--- config.mk ---
export PLATFORM = sky130hd
export DESIGN_NAME = ps2_recepteur
export DESIGN_NICKNAME = d
export VERILOG_FILES = /design/src/rtl/ps2_recepteur.sv
export SDC_FILE = /design/constraint.sdc
export NUM_CORES = 1
export LEC_CHECK = 0
export CAP_MARGIN = 20
export CORE_ASPECT_RATIO = 1.2
export CORE_MARGIN = 2
export CORE_UTILIZATION = 51
export DETAILED_ROUTE_END_ITERATION = 8
export PLACE_DENSITY = 0.79
export SETUP_SLACK_MARGIN = 0.3
export SLEW_MARGIN = 20
export SYNTH_ARGS = -nofsm -noshare
export SYNTH_HDL_FRONTEND = slang
export SYNTH_SLANG_ARGS = --single-unit
--- constraint.sdc ---
create_clock -name clk -period 3.1 [get_ports clk]
set_clock_uncertainty 0.05 [all_clocks]
set_input_delay 0.62 -clock clk [delete_from_list [all_inputs] [get_ports clk]]
set_output_delay 0.62 -clock clk [all_outputs]
set_load 0.03 [all_outputs]
--- src/rtl/ps2_recepteur.sv ---
// PS/2 keyboard receiver: synchronises and de-glitches the PS/2 lines, decodes 11-bit frames,
// and publishes make codes with E0 (extended) and F0 (break) prefix handling.
module ps2_recepteur #(
    parameter int FILTER_LEN  = 4,
    parameter int TIMEOUT_CYC = 40000
) (
    input  logic       clk,
    input  logic       reset,
    input  logic       ps2_clk,
    input  logic       ps2_data,
    input  logic       data_lu,
    output logic [7:0] data_out,
    output logic       data_valide,
    output logic       etendu,
    output logic       erreur,
    output logic       debordement
);

    localparam int FW = $clog2(FILTER_LEN + 1);
    localparam int TW = $clog2(TIMEOUT_CYC + 1);

    typedef enum logic [1:0] {S_IDLE, S_DATA, S_PARITY, S_STOP} state_t;

    logic          clk_s1_q, clk_s2_q, dat_s1_q, dat_s2_q;
    logic          filt_q, filt_d, filt_prev_q;
    logic [FW-1:0] filt_cnt_q, filt_cnt_d;
    logic          strobe;

    state_t        state_q, state_d;
    logic [2:0]    bit_cnt_q, bit_cnt_d;
    logic [7:0]    shift_q, shift_d;
    logic          par_q, par_d;
    logic [TW-1:0] to_cnt_q, to_cnt_d;
    logic          timeout;
    logic          frame_ok;
    logic          casse_q, casse_d, ext_q, ext_d;
    logic [7:0]    data_out_q, data_out_d;
    logic          valide_q, valide_d, etendu_q, etendu_d;
    logic          erreur_q, erreur_d, deb_q, deb_d;

    always_ff @(posedge clk or posedge reset) begin
        if (reset) begin
            clk_s1_q <= 1'b1;
            clk_s2_q <= 1'b1;
            dat_s1_q <= 1'b1;
            dat_s2_q <= 1'b1;
        end else begin
            clk_s1_q <= ps2_clk;
            clk_s2_q <= clk_s1_q;
            dat_s1_q <= ps2_data;
            dat_s2_q <= dat_s1_q;
        end
    end

    // The filtered level flips only after FILTER_LEN consecutive samples disagree with it.
    always_comb begin
        filt_d     = filt_q;
        filt_cnt_d = '0;
        if (clk_s2_q != filt_q) begin
            if (filt_cnt_q == FW'(FILTER_LEN - 1)) begin
                filt_d = clk_s2_q;
            end else begin
                filt_cnt_d = filt_cnt_q + 1'b1;
            end
        end
    end

    assign strobe  = filt_prev_q & ~filt_q;
    assign timeout = (state_q != S_IDLE) && !strobe && (to_cnt_q == TW'(TIMEOUT_CYC - 1));

    always_comb begin
        state_d    = state_q;
        bit_cnt_d  = bit_cnt_q;
        shift_d    = shift_q;
        par_d      = par_q;
        to_cnt_d   = to_cnt_q;
        casse_d    = casse_q;
        ext_d      = ext_q;
        data_out_d = data_out_q;
        etendu_d   = etendu_q;
        valide_d   = valide_q & ~data_lu;
        erreur_d   = 1'b0;
        deb_d      = deb_q;
        frame_ok   = 1'b0;

        if (state_q == S_IDLE || strobe) begin
            to_cnt_d = '0;
        end else if (to_cnt_q != TW'(TIMEOUT_CYC)) begin
            to_cnt_d = to_cnt_q + 1'b1;
        end

        if (strobe) begin
            case (state_q)
                S_IDLE: begin
                    if (!dat_s2_q) begin
                        state_d   = S_DATA;
                        bit_cnt_d = 3'd0;
                    end
                end
                S_DATA: begin
                    shift_d   = {dat_s2_q, shift_q[7:1]};
                    bit_cnt_d = bit_cnt_q + 3'd1;
                    if (bit_cnt_q == 3'd7) state_d = S_PARITY;
                end
                S_PARITY: begin
                    par_d   = dat_s2_q;
                    state_d = S_STOP;
                end
                S_STOP: begin
                    state_d = S_IDLE;
                    if ((^shift_q ^ par_q) && dat_s2_q) frame_ok = 1'b1;
                    else                                 erreur_d = 1'b1;
                end
                default: state_d = S_IDLE;
            endcase
        end

        if (timeout) begin
            state_d  = S_IDLE;
            erreur_d = 1'b1;
            casse_d  = 1'b0;
            ext_d    = 1'b0;
        end

        // Prefix bytes only arm flags; a code after F0 is a break and is dropped.
        if (frame_ok) begin
            if (shift_q == 8'hF0) begin
                casse_d = 1'b1;
            end else if (shift_q == 8'hE0) begin
                ext_d = 1'b1;
            end else begin
                casse_d = 1'b0;
                ext_d   = 1'b0;
                if (!casse_q) begin
                    data_out_d = shift_q;
                    etendu_d   = ext_q;
                    valide_d   = 1'b1;
                    if (valide_q && !data_lu) deb_d = 1'b1;
                end
            end
        end
    end

    always_ff @(posedge clk or posedge reset) begin
        if (reset) begin
            filt_q      <= 1'b1;
            filt_prev_q <= 1'b1;
            filt_cnt_q  <= '0;
            state_q     <= S_IDLE;
            bit_cnt_q   <= 3'd0;
            shift_q     <= 8'h00;
            par_q       <= 1'b0;
            to_cnt_q    <= '0;
            casse_q     <= 1'b0;
            ext_q       <= 1'b0;
            data_out_q  <= 8'h00;
            etendu_q    <= 1'b0;
            valide_q    <= 1'b0;
            erreur_q    <= 1'b0;
            deb_q       <= 1'b0;
        end else begin
            filt_q      <= filt_d;
            filt_prev_q <= filt_q;
            filt_cnt_q  <= filt_cnt_d;
            state_q     <= state_d;
            bit_cnt_q   <= bit_cnt_d;
            shift_q     <= shift_d;
            par_q       <= par_d;
            to_cnt_q    <= to_cnt_d;
            casse_q     <= casse_d;
            ext_q       <= ext_d;
            data_out_q  <= data_out_d;
            etendu_q    <= etendu_d;
            valide_q    <= valide_d;
            erreur_q    <= erreur_d;
            deb_q       <= deb_d;
        end
    end

    assign data_out    = data_out_q;
    assign data_valide = valide_q;
    assign etendu      = etendu_q;
    assign erreur      = erreur_q;
    assign debordement = deb_q;

endmodule

Yosys cells after proc, flatten, opt, wreduce, memory -nomap -nowiden:

Cells that the tools add are included.

* flip-flop bits (word level): 53
* bits in latches: 0
* memory bits (writable): 0
* memory bits (read-only): 0
* input bits: 5
* output and inout bits: 12
* logic and storage cells: 93
* memories: 0

* add/subtract/negate cells: 3
* multipliers: 0
* divide/modulo/power cells: 0
* $lt $le $gt $ge: 0
* equal/unequal tests: 13
* shifts and indexed selects: 0
* mux-type cells: 30
* bitwise gates (word level): 8
* reductions and logical operators: 20

Operator list (number)
* two-way mux 16 bit: 2
* two-way mux 1 bit: 19
* adder 16 x 1 -> 16 bit, second input constant: 1
* == test 16 bit, second input constant: 1
* == test 8 bit, second input constant: 2
* != test 16 bit, second input constant: 1
* two-way mux 3 bit: 3
* two-way mux 2 bit: 4
* case mux 2 bit (4 select lines): 1
* nonzero test 2 bit: 4
* parity 8 bit: 1
* adder 3 x 1 -> 3 bit, second input constant: 2
* != test 3 bit, second input constant: 2
* case mux 3 bit (2 select lines): 1
* AND reduction 2 bit: 3
* AND reduction 3 bit: 2
* NOT 1 bit: 5
* AND reduction 5 bit: 1
* == test 2 bit, second input constant: 2
* logical AND 1 bit: 4
* AND reduction 4 bit: 1
* == test 3 x 2 -> 1 bit, second input constant: 1
* == test 3 bit, second input constant: 1
* AND 1 bit: 2
* other kinds (7): 8

Depth between registers and ports, before layout:

Gate-level depths: netlist (run 1).

* depth after elaboration: 9
* gate-level depth with buffers: 7
* mapped depth without buffers: 6

Worst setup path before layout (run 1):

OpenSTA, ideal clock, no wires.

* path kind: reg-to-reg
* start point: register shift_q[1]
* end point: register data_out_q[0] (netlist: data_out[0])
* setup time: 0.125 ns
* arrival time: 1.907 ns
* required time: 2.925 ns
* setup slack: 1.018 ns
* cell stages (with the launch flop): 8
* path buffers: 1
* period minus slack after synthesis: 2.082 ns
* cells stage by stage: dfrtp_1 -> inv_1 -> ha_1 -> xnor3_1 -> xnor2_1 -> nand4bb_1 -> buf_2 -> mux2_2

* cells in the longest elaborated chain, start to end: 7
* elaborated cells on any way between the ends: 11
* classes of those cells: eq/ne (2); mux (3); bitwise (3); reduce/logical (3)

Ends and longest elaborated chain
* start: declaration: line 31 `logic [7:0] shift_q, shift_d;`
* start signal: assignment: line 167 `shift_q <= shift_d;`
* parity 8 bit: line 111 `if ((^shift_q ^ par_q) && dat_s2_q) frame_ok = 1'b1;`
* bitwise XOR 1 bit: line 111
* logical AND 1 bit: line 111
* two-way mux 1 bit: line 111
* two-way mux 1 bit: line 93 `case (state_q)`
* two-way mux 1 bit: line 92 `if (strobe) begin`
* AND reduction 4 bit (no line) (*)
* end signal: assignment: line 172 `data_out_q <= data_out_d;`
* end: declaration: line 37 `logic [7:0] data_out_q, data_out_d;`

Mark *: on every way between the ends. The rest lies on a longest branch, timed or not.
A chain may end at the register's enable or synchronous reset.

Worst setup path in the final report (run 1):

* start point: register state_q[0]
* end point: register casse_q

* cells in the longest elaborated chain, start to end: 7
* elaborated cells on any way between the ends: 10
* classes of those cells: eq/ne (1); mux (6); reduce/logical (3)

Ends and longest elaborated chain
* start: declaration: line 29 `state_t state_q, state_d;`
* start signal: assignment: line 165 `state_q <= state_d;`
* nonzero test 2 bit: line 69 `assign timeout = (state_q != S_IDLE) && !strobe && (to_cnt_q == TW'(TIMEOUT_CYC - 1));`
* logical AND 1 bit (2 in a row): line 69
* two-way mux 1 bit: line 118 `if (timeout) begin`
* two-way mux 1 bit: line 129 `end else if (shift_q == 8'hE0) begin`
* two-way mux 1 bit: line 127 `if (shift_q == 8'hF0) begin`
* two-way mux 1 bit (*): line 126 `if (frame_ok) begin`
* net casse_d: line 36 `logic casse_q, casse_d, ext_q, ext_d;`
* end signal: assignment: line 170 `casse_q <= casse_d;`
* end: declaration: line 36

Mark *: on every way through the listed nets, which the timed path passes. The rest lies on a longest branch.

==> results of run 1 <==
[cell families after synthesis]
logic type                 share of synthesized area (%)
and+or+nand+nor                                     17.1
DFF                                                 52.3
AOI/OAI and AO/OA                                   6.48
buffers and inverters                               3.29
muxes                                               7.41
xor gates and xnor gates                            6.04
adders and majority gates                           7.36
[synth_stat cells, types with 2 or more instances]
library cell | number | share of area (%)
xor2_1 | 4 | 1.4
or3_1 | 2 | 0.49
nand3_1 | 7 | 1.4
nor3_1 | 5 | 0.98
nand3b_1 | 2 | 0.59
nor2_1 | 16 | 2.4
a31o_2 | 2 | 0.69
dfrtp_1 | 47 | 46
nand2_1 | 20 | 2.9
clkbuf_1 | 2 | 0.29
nor2b_1 | 3 | 0.74
a21oi_1 | 4 | 0.79
xnor2_1 | 11 | 3.8
nor4_1 | 2 | 0.49
o22ai_1 | 2 | 0.49
nor3b_1 | 4 | 1.2
nand4_1 | 6 | 1.5
a32o_1 | 2 | 0.79
or4_4 | 2 | 0.88
dfstp_2 | 6 | 6.2
buf_6 | 2 | 0.88
mux2_2 | 15 | 6.6
inv_1 | 13 | 1.9
mux2i_1 | 2 | 0.79
nor4b_1 | 2 | 0.69
nand2b_1 | 2 | 0.49
ha_1 | 15 | 7.4
o21ai_0 | 11 | 2.2
[placed cells by master, fill, tap and decap left out, types with 3 or more instances in the layout]
cell type        count
nor2_1              16
clkbuf_8             5
mux2_2              15
nand2_1             20
dfstp_2              6
xnor2_1             11
o21ai_0             11
nor3b_1              4
a21oi_1              4
dfrtp_1             47
nand3_1              7
inv_1               12
clkdlybuf4s50_1     16
ha_1                15
nand4_1              6
nor2b_1              3
nor3_1               5
xor2_1               4
[worst min path at each step]
stage | from | end | slack, ns | cells past startpoint
after detailed placement | dat_s1_q | dat_s2_q | 0.30 | 0
after global routing | dat_s1_q | dat_s2_q | 0.31 | 0
after CTS | dat_s1_q | dat_s2_q | 0.31 | 0
after floorplan | clk_s1_q | clk_s2_q | 0.30 | 0
final | dat_s1_q | dat_s2_q | 0.31 | 0
after global placement | clk_s1_q | clk_s2_q | 0.30 | 0
[cell type report]
type	count	share of cell area, %
clock inverter	2	0.349
sequential	53	46.5
inverter	13	1.70
multi-input combinational	154	39.5
timing repair buffer	19	6.81
tap	60	2.62
clock buffer	6	2.53
[worst register-to-register path, stage by stage (launching register included)]
cell and delay [ns]:
dfrtp_1 0.40, inv_1 0.10, ha_1 0.27, or2_1 0.47
or4_4 0.64, a32o_1 0.27
[state kept, by name (all words and copies together) (netlist names), 2 cells and up]
name / count
bit_cnt_q: 3
shift_q: 8
filt_cnt_q: 3
data_out: 8
to_cnt_q: 16
state_q: 2
[layer usage]
metal / vias up / share of wire (%)
met2: 25 / 52
met3: 4 / 3.1
met1: 846 / 43
met5: - / 0
li1: 826 / -
met4: 0 / 1.3
[metrics by stage]
stage | worst slack (ns) | cells
final | 0.795 | 307
after global routing | 0.638 | 307
after CTS | 0.784 | 307
after detailed placement | 0.801 | 299
after global placement | 0.839 | 299
after floorplan | 1.02 | 225
[power groups by stage]
stage | clock, mW | sequential (mW) | combinational (mW)
3_5_place_dp | 0 | 0.995 | 0.852
3_3_place_gp | 0 | 0.989 | 0.830
5_1_grt | 0.408 | 1.01 | 0.968
2_1_floorplan | 0 | 1.02 | 0.645
4_1_cts | 0.385 | 0.982 | 0.858
6_report | 0.371 | 0.981 | 0.851
==> run summary, run 1 <==
cell depth of the worst flop-to-flop path - 5
CP Max Fanout - 17
Total Wirelength - 4100 µm
Power Internal - 1.40 mW
Ys Warns - 0
die height - 81.4 µm
initial antenna violation count - 0
clock share of power - 16.8%
met1 Usage GRT - 19.9%
final worst path period share - 74.3%
setup tns final - 0 ns
Slew HR - 61.1%
area occupied by multi-input gates - 0.00113 mm²
Seq/Total Area, Yosys - 52.3%
status - complete, no violations
Slew Viols, Final - 0
slowest CP cell - or4_4
chip width - 68.5 µm
pwr/cell area - 769 mW/mm²
die area - 0.00558 mm²
Placement Cell Area - 0.00278 mm²
Syn Area/Cell - 11.3 µm²
Mapped Cells - 225
number of synthesized flops with an enable pin - 0
Final min period - 2.30 ns
Worst Path Required - 3.24 ns
Initial Utilization - 52.3%
CP Cell Sequence - inv_1, ha_1, or2_1, or4_4, a32o_1
Crit. End Element - register
clk slew on worst S/H paths - 0.09 ns
Seq. cell area - 0.00133 mm²
core area - 0.00487 mm²
Hold Crit Class - reg -> reg
asr flop ratio synth - 100%
post-route cell area - 0.00287 mm²
met2 Track Usage GR - 31.5%
Yosys reg bits - 53
Max Clk Rate - 0.434 GHz
FF-to-FF End - casse_q
# rows - 28
maxcap violations - 0
Final setup viols - 0
critical path launch point - state_q[0]
Post-CTS Setup Bufs - 0
first-pass GRT wire length - 7320 µm
RR Startpoint - state_q[0]
CP Launch Type - register
vias - 1701
Post-DRT Antenna Nets - 0
Synth-to-Final Area Change - 12.5%
synth unique cells - 42
CTS H-tree lvls - 2
leakage - 1.27 nW
vias in the first global route - 1698
R2R setup slack - 0.80 ns
clock buffer depth - 2
crit path DAT - 2.45 ns
TritonRoute pass-1 iters - 4
Tightest Pin Transition - 0.584 ns
Buf/Inv on CP - 1
CTS Buf Count - 5
Sequential Power Share - 44.5%
CP endpoint - casse_q
total power draw - 2.20 mW
Congestion Overflow GR - 0
Synth Flop Type - dfrtp_1
combinational share of power - 38.6%
GR Util met3 - 4.11%
diode count - 0
Crit path depth - 5
critical path type - reg -> reg
# hold bufs at CTS - 0
CP delay by family, top - simple AND/OR/NAND/NOR gates
Finished Core Util - 58.9%
DR WL/cell - 13.3 µm
Final nets - 266
grt peak-use layer - met2
Fin. Hold Viols - 0
fillcell total - 421
Ports - 17
Post-CTS Resized - 0
Syn Nets - 245
CTS tree - built
worst-skew pair later-pin latency - 0.30 ns
RSZ-0062 raised after global routing - false
CTS root buf - clkbuf_8
# port buffers - 16
GRT Util Overall - 17.5%
largest net degree at the start of global routing - 31
layout cells sized above 1 - 15.0%
CTS Sinks - 53
maximum vdd drop - 0.000388 V
CP peak stage delay - 0.64 ns
DRC - 0
Vias/cell - 5.54
Sw Ratio - 36.5%
drt first-iter violations - 84
sw power - 804 µW
Netlist Area Pre-Place - 0.00255 mm²
Detailed Place HPWL - 2950 µm
GPL Wtd Cong - 0.850
worst-case hold slack - 0.309 ns
Note: power is estimated with default switching activity, not from simulation.
==> inputs of run 2 (changes only) <==
--- a/config.mk
+++ b/config.mk
@@ -10,7 +10,7 @@
 export CORE_MARGIN = 2
 export CORE_UTILIZATION = 51
 export DETAILED_ROUTE_END_ITERATION = 8
-export PLACE_DENSITY = 0.79
+export PLACE_DENSITY = 0.82
 export SETUP_SLACK_MARGIN = 0.3
 export SLEW_MARGIN = 20
 export SYNTH_ARGS = -nofsm -noshare
==> constraint.sdc (replaced) <==
create_clock -name clk -period 1.9 [get_ports clk]
set_clock_uncertainty 0.05 [all_clocks]
set_input_delay 0.38 -clock clk [delete_from_list [all_inputs] [get_ports clk]]
set_output_delay 0.38 -clock clk [all_outputs]
set_load 0.03 [all_outputs]
==> run 2 against run 1 <==
The flow now finishes with violations (negative setup slack); sequential cell count stayed put; power up 100%; sequential share of layout area decreased by 5.5 points; critical path type unchanged; largest cell class unchanged; highest routed layer unchanged.
==> run summary, run 2 (synthesis gave the netlist of run 1 again) <==
status - complete, but fails checks
failing checks - negative setup slack
CP Launch Type - register
area occupied by multi-input gates - 0.00123 mm²
die height - 81.4 µm
Synth-to-Final Area Change - 27.9%
CTS H-tree lvls - 2
CP endpoint - data_out[3]
die area - 0.00558 mm²
# port buffers - 16
Seq. cell area - 0.00134 mm²
crit path DAT - 2.19 ns
clk slew on worst S/H paths - 0.10 ns
RR Startpoint - shift_q[0]
maxcap violations - 0
Slew HR - 78.0%
commonest non-fill, non-tap cell in the layout - dfrtp_1
pwr/cell area - 1360 mW/mm²
vias in the first global route - 1914
diode count - 0
Initial Utilization - 52.3%
maximum vdd drop - 0.000631 V
Total Wirelength - 5090 µm
Ports - 17
CTS Sinks - 53
Final setup viols - 12
core area - 0.00487 mm²
initial antenna violation count - 0
DRC - 0
cell depth of the worst flop-to-flop path - 7
first-pass GRT wire length - 8630 µm
Detailed Place HPWL - 3390 µm
Post-DRT Antenna Nets - 0
largest net degree at the start of global routing - 29
CTS root buf - clkbuf_8
commonest cells after routing, fill and taps aside - dfrtp_1 (44), buf_4 (29), nand2_1 (17)
# hold bufs at CTS - 0
Hold Crit Class - reg -> reg
placed cells - 322
FF-to-FF End - data_out[3]
Fin. Hold Viols - 0
Max Clk Rate - 0.487 GHz
drt first-iter violations - 156
clock buffer depth - 2
final worst path period share - 108%
Final nets - 298
RSZ-0062 raised after global routing - true
critical path type - reg -> reg
GRT Util Overall - 20.6%
CTS tree - built
Reg with most FFs - to_cnt_q
GPL Wtd Cong - 0.839
Crit. End Element - register
Layout Cells excl Fill - 339
Congestion Overflow GR - 0
CTS Buf Count - 5
R2R setup slack - -0.15 ns
setup tns final - -1.31 ns
Slew Viols, Final - 0
Final min period - 2.05 ns
vias - 1867
chip width - 68.5 µm
Worst Path Required - 2.04 ns
max FFs per register - 16
Tightest Pin Transition - 0.330 ns
leakage - 1.58 nW
worst-skew pair later-pin latency - 0.31 ns
TritonRoute pass-1 iters - 4
layout cells sized above 1 - 31.5%
# rows - 28
critical path launch point - shift_q[0]
fillcell total - 361
CP Max Fanout - 7
DR WL/cell - 15.0 µm
post-route setup slack - -0.154 ns
Placement Setup Slack - -0.177 ns
Vias/cell - 5.51
[run 2: how the worst min path moves through the flow]
stage / from / to / slack (ns) / cells past startpoint
3_5_place_dp: clk_s1_q / clk_s2_q / 0.30 / 0
6_report: clk_s1_q / clk_s2_q / 0.31 / 0
2_1_floorplan: clk_s1_q / clk_s2_q / 0.30 / 0
3_3_place_gp: clk_s1_q / clk_s2_q / 0.30 / 0
5_1_grt: clk_s1_q / clk_s2_q / 0.32 / 0
4_1_cts: clk_s1_q / clk_s2_q / 0.31 / 0
[run 2: per-stage QoR]
| stage | util [%] | hold WS [ns] | area [µm²] | power, mW |
|---|---|---|---|---|
| after floorplan | - | 0.295 | 2570 | 2.78 |
| after global placement | 61.0 | 0.296 | 2970 | 3.29 |
| after detailed placement | 61.0 | 0.297 | 2970 | 3.39 |
| after CTS | 65.4 | 0.312 | 3190 | 4.41 |
| after global routing | 66.9 | 0.321 | 3260 | 4.73 |
| final | 66.9 | 0.310 | 3260 | 4.42 |
[run 2: layout make-up]
type	instances	area share, %
clock buffers	6	2.53
clock inverters	2	1.27
inverters	13	1.61
multi-input cells	154	37.7
flip-flops and latches	53	41.0
well taps	60	2.30
repair buffers	51	13.6
[run 2: worst max-delay path, cell delays in order (launching register included)]
cell and delay, ns:
dfrtp_1 0.37, inv_1 0.05, ha_1 0.26, xnor3_1 0.42, xnor2_2 0.16, nand4bb_1 0.15, buf_6 0.15, mux2_2 0.33
[run 2: what timing repair did]
action	in CTS	in global routing
pin swaps	4	5
gates resized for setup	25	14
setup endpoints to repair	36	31
setup buffers	6	3
[run 2: power breakdown]
group	leakage (nW)	switching, mW	internal, mW
combinational	0.828	0.975	1.06
sequential	0.693	0.179	1.39
clock	0.0633	0.376	0.438
[run 2: per-layer routing]
metal,vias to the layer above,global-route usage (%),routed length [µm]
li1,888,-,-
met1,923,24.1,2050
met2,42,37.0,2760
met3,14,3.97,150
met4,0,7.00,127
met5,-,0,0
